**src/rtl/mem_port_arbiter.sv**
```systemverilog
// ---------------------------------------------------------------------------
// mem_port_arbiter : serialises instruction fetch and load/store onto one memory port
// Rev 1.0
// ---------------------------------------------------------------------------
`default_nettype none

module mem_port_arbiter #(
  parameter int N              = 32,
  parameter int MAX_DATA_BURST = 4
) (
  input  logic         clk,
  input  logic         rstn,
  input  logic         if_req,
  input  logic [N-1:0] if_addr,
  output logic [N-1:0] if_rdata,
  output logic         if_valid,
  input  logic         d_req,
  input  logic         d_we,
  input  logic [N-1:0] d_addr,
  input  logic [N-1:0] d_wdata,
  output logic [N-1:0] d_rdata,
  output logic         d_valid,
  output logic         if_stall,
  output logic         d_stall,
  output logic         mem_req,
  output logic         mem_we,
  output logic [N-1:0] mem_addr,
  output logic [N-1:0] mem_wdata,
  input  logic         mem_ack,
  input  logic [N-1:0] mem_rdata
);

  localparam int            BW   = $clog2(MAX_DATA_BURST + 1);
  localparam logic [BW-1:0] BMAX = BW'(MAX_DATA_BURST);

  typedef enum logic [1:0] {
    IDLE   = 2'd0,
    BUSY_I = 2'd1,
    BUSY_D = 2'd2
  } state_t;

  state_t        state_q, state_d;
  logic [BW-1:0] burst_q, burst_d;
  logic          mem_req_q, mem_req_d;
  logic          mem_we_q, mem_we_d;
  logic [N-1:0]  mem_addr_q, mem_addr_d;
  logic [N-1:0]  mem_wdata_q, mem_wdata_d;
  logic          if_valid_q, if_valid_d;
  logic          d_valid_q, d_valid_d;
  logic [N-1:0]  if_rdata_q, if_rdata_d;
  logic [N-1:0]  d_rdata_q, d_rdata_d;
  logic          if_elig, d_elig;

  // A requester whose completion is being pulsed this cycle must not be re-granted
  assign if_elig = if_req & ~if_valid_q;
  assign d_elig  = d_req & ~d_valid_q;

  always_comb begin
    state_d     = state_q;
    burst_d     = burst_q;
    mem_req_d   = mem_req_q;
    mem_we_d    = mem_we_q;
    mem_addr_d  = mem_addr_q;
    mem_wdata_d = mem_wdata_q;
    if_valid_d  = 1'b0;
    d_valid_d   = 1'b0;
    if_rdata_d  = if_rdata_q;
    d_rdata_d   = d_rdata_q;
    case (state_q)
      IDLE: begin
        if (d_elig && !(if_elig && burst_q == BMAX)) begin
          state_d     = BUSY_D;
          mem_req_d   = 1'b1;
          mem_we_d    = d_we;
          mem_addr_d  = d_addr;
          mem_wdata_d = d_wdata;
          if (!if_elig)
            burst_d = '0;
          else if (burst_q != BMAX)
            burst_d = burst_q + BW'(1);
        end else if (if_elig) begin
          state_d     = BUSY_I;
          mem_req_d   = 1'b1;
          mem_we_d    = 1'b0;
          mem_addr_d  = if_addr;
          mem_wdata_d = '0;
          burst_d     = '0;
        end
      end
      BUSY_I: begin
        if (mem_ack) begin
          state_d    = IDLE;
          mem_req_d  = 1'b0;
          if_valid_d = 1'b1;
          if_rdata_d = mem_rdata;
        end
      end
      BUSY_D: begin
        if (mem_ack) begin
          state_d   = IDLE;
          mem_req_d = 1'b0;
          d_valid_d = 1'b1;
          if (!mem_we_q)
            d_rdata_d = mem_rdata;
        end
      end
      default: state_d = IDLE;
    endcase
  end

  always_ff @(posedge clk) begin
    if (rstn) begin
      state_q     <= IDLE;
      burst_q     <= '0;
      mem_req_q   <= 1'b0;
      mem_we_q    <= 1'b0;
      mem_addr_q  <= '0;
      mem_wdata_q <= '0;
      if_valid_q  <= 1'b0;
      d_valid_q   <= 1'b0;
      if_rdata_q  <= '0;
      d_rdata_q   <= '0;
    end else begin
      state_q     <= state_d;
      burst_q     <= burst_d;
      mem_req_q   <= mem_req_d;
      mem_we_q    <= mem_we_d;
      mem_addr_q  <= mem_addr_d;
      mem_wdata_q <= mem_wdata_d;
      if_valid_q  <= if_valid_d;
      d_valid_q   <= d_valid_d;
      if_rdata_q  <= if_rdata_d;
      d_rdata_q   <= d_rdata_d;
    end
  end

  assign mem_req   = mem_req_q;
  assign mem_we    = mem_we_q;
  assign mem_addr  = mem_addr_q;
  assign mem_wdata = mem_wdata_q;
  assign if_valid  = if_valid_q;
  assign d_valid   = d_valid_q;
  assign if_rdata  = if_rdata_q;
  assign d_rdata   = d_rdata_q;
  assign if_stall  = if_req & ~if_valid_q;
  assign d_stall   = d_req & ~d_valid_q;

endmodule

`default_nettype wire

```
**config.mk**
```make
export PLATFORM = sky130hd
export DESIGN_NAME = mem_port_arbiter
export DESIGN_NICKNAME = d
export VERILOG_FILES = /design/src/rtl/mem_port_arbiter.sv
export SDC_FILE = /design/constraint.sdc
export NUM_CORES = 1
export LEC_CHECK = 0
export ABC_CLOCK_PERIOD_IN_PS = 1450
export CAP_MARGIN = 20
export CORE_ASPECT_RATIO = 0.8
export CORE_MARGIN = 2
export CORE_UTILIZATION = 36
export CTS_CLUSTER_DIAMETER = 60
export DETAILED_ROUTE_END_ITERATION = 10
export PLACE_DENSITY = 0.82
export SYNTH_ARGS = -nofsm -noshare
export SYNTH_HDL_FRONTEND = slang
export SYNTH_SLANG_ARGS = --single-unit
```
**constraint.sdc**
```tcl
create_clock -name clk -period 1.45 [get_ports clk]
set_input_delay 0.29 -clock clk [delete_from_list [all_inputs] [get_ports clk]]
set_output_delay 0.29 -clock clk [all_outputs]
set_load 0.05 [all_outputs]
```
==> results.tsv <==
metric	value	unit
Synth area leader	dfxtp_1	
clk slew on worst S/H paths	0.06	ns
max-cap violations	0	
crit share post-route	108	%
first-pass iteration count of the detailed router	5	
Inst Count DP	1081	
grt ovf	0	
CTS Buffer Depth	2	
final non-filler cell total	1135	
core box area	0.0143	mm²
R2R Setup Slk	-0.11	ns
CTS Hold Buffers Added	0	
Initial Util	36.9	%
max_slew headroom	60.5	%
fin crit period	1.56	ns
PwrDens	1200	mW/mm²
Hold Path Class	input port to flop	
Final nets	1077	
Final Setup Violations	61	
port bufs	267	
chip width	139	µm
vias per cell	5.15	
post-DP HPWL	12500	µm
Yosys cell types	31	
Root Buffer	clkbuf_16	
#FFs+latches synth	137	
synthesized netlist cell count	657	
VDD IR-drop max	1.08	mV
Place WS	-0.524	ns
Max Fclk	0.641	GHz
Post-synth top cells	nand2_1 (200), dfxtp_1 (137), a21oi_1 (131), nor2_1 (39), nand3_1 (33)	
Top Ports	268	
clk sinks	137	
RSZ-0062 raised after global routing	yes	
Worst EP required	1.79	ns
leakage power	4.12	nW
first-pass GRT wire length	28600	µm
Die ar.	0.0157	mm²
Remaining DRCs	0	
Setup crit start kind	flop	
sequential-to-total area share from yosys stat	51.9	%
Inserted Clock Buffers	17	
Yosys top cell area share	51.9	%
WL final	20500	µm
Layout area overhead	108	%
failing checks	negative setup slack	
YS warnings	0	
ys flop type	dfxtp_1	
Avg Synthesized Cell Area	8.04	µm²
RePlAce Congestion	0.807	
count leader, synth	nand2_1	
critical path class	flop to flop	
CTS tree	built	
via count	5845	
number of global-route vias before repair	5539	
row cnt	39	
Routed Antenna Nets	0	
outcome	complete, but fails checks	
post-synthesis net count	796	
post-route setup slack	-0.110	ns
antenna violations before repair	0	
Fill cells	868	
Clock Skew	0.00657	ns
Synth area leaders	dfxtp_1 (52%), nand2_1 (14%), a21oi_1 (12%)	
H-tree depth	4	
Worst-Skew Late Latency	0.42	ns
Post-synth ARST share	0	%
Total Routing Usage GR	23.0	%
Least-Margin Pin Slew	0.592	ns
DR iter-0 viols	324	
Worst EP arrival	1.90	ns
largest net degree at the start of global routing	111	
number of flops mapped to enable cells by yosys	0	
kind of end point of the critical path	flop	
Netlist Area Pre-Place	0.00528	mm²
Final Max Tran Viols	0	
diodes inserted	0	
crit-path max FO	16	
WL/cell	18.1	µm
Hold Violations, Final	0	
Die Ht	112	µm
share of cells above drive strength 1	32.5	%
kinds of logic (layout without fill, tap and decap cells):
kind of cell | after synthesis | after routing | share of synthesized area, %
flops | 137 | 137 | 51.9
fa+ha+maj | 5 | 5 | 1.18
simple gates | 283 | 283 | 21.7
mux | 1 | 1 | 0.190
compound gates | 172 | 172 | 18.7
buf+inv | 59 | 353 | 6.33
layout by cell type (no fill, tap or decap), drive strengths merged, types with 5 or more instances in the layout:
master / instances
clkbuf: 26
clkdlybuf4s50: 130
nand3: 33
ha: 5
dfxtp: 137
buf: 178
nand2: 200
nor2: 39
a21oi: 131
clkinv: 5
a211oi: 32
inv: 6
path summary, 6_finish.rpt:
kind	from	endpoint	cells past startpoint
worst max register to register	state_q[0]$_SDFFE_PP0P_	d_rdata[13]$_SDFFE_PP0P_	8
worst max-delay path	state_q[0]$_SDFFE_PP0P_	d_rdata[13]$_SDFFE_PP0P_	8
worst min-delay path	rstn	state_q[1]$_SDFFE_PP0P_	3
worst min register to register	d_rdata[15]$_SDFFE_PP0P_	d_rdata[15]$_SDFFE_PP0P_	2
registers in the layout (all words and copies together), names as in the netlist:
| register | flops |
|---|---|
| if_rdata | 32 |
| if_valid | 1 |
| d_rdata | 32 |
| mem_wdata | 32 |
| d_valid | 1 |
| mem_we | 1 |
| state_q | 2 |
| mem_req | 1 |
| burst_q | 3 |
| mem_addr | 32 |
metrics by stage:
stage / hold WS, ns / total power, mW / util [%] / TNS (ns) / area (µm²)
6_report: 0.208 / 13.2 / 76.9 / -2.00 / 11000
5_1_grt: 0.242 / 13.6 / 76.9 / -9.49 / 11000
4_1_cts: 0.181 / 12.9 / 72.7 / -0.192 / 10400
3_5_place_dp: 0.483 / 8.14 / 66.9 / -37.81 / 9560
3_3_place_gp: 0.475 / 8.06 / 66.9 / -34.58 / 9560
2_1_floorplan: 0.426 / 6.17 / - / 0 / 5300
repair_timing:
item / 4_1_cts / 5_1_grt
gates resized for setup: 26 / 83
endpoints found under the setup margin: 56 / 125
setup buffers: 7 / 4
gates cloned: 2 / 9
pin swaps: 4 / 36
routing by layer:
| layer | wire, µm | share of wire [%] | up-vias | track usage (%) |
|---|---|---|---|---|
| met5 | 0 | 0 | - | 0 |
| met4 | 529 | 2.6 | 0 | 9.90 |
| met3 | 1630 | 8.0 | 43 | 7.25 |
| met2 | 10200 | 50 | 246 | 37.8 |
| met1 | 8180 | 40 | 2791 | 27.8 |
| li1 | - | - | 2765 | - |
report_power, final:
group | switching (mW) | leakage [nW] | internal [mW]
clock | 1.72 | 0.301 | 2.86
sequential | 0.307 | 1.12 | 4.05
combinational | 2.18 | 2.70 | 2.09
total | 4.21 | 4.12 | 9.01
worst max-delay path, stage by stage (launching register included):
cell and delay (ns):
dfxtp_1 0.32, inv_2 0.11, ha_4 0.14, nand2_1 0.06
buf_4 0.15, nor2_4 0.23, clkbuf_16 0.24, nand2_1 0.08
a21oi_1 0.15
cell type report:
type                            instances  area, µm²  share of cell area (%)
Inverter                                4       15.0                   0.136
Tap cell                              184        230                    2.09
Sequential cell                       137       2760                    25.1
Timing Repair Buffer                  317       4780                    43.4
Multi-Input combinational cell        461       2590                    23.6
Clock buffer                           19        464                    4.22
Clock inverter                         13        166                    1.51
No activity file was read; power rests on OpenSTA's default activity.
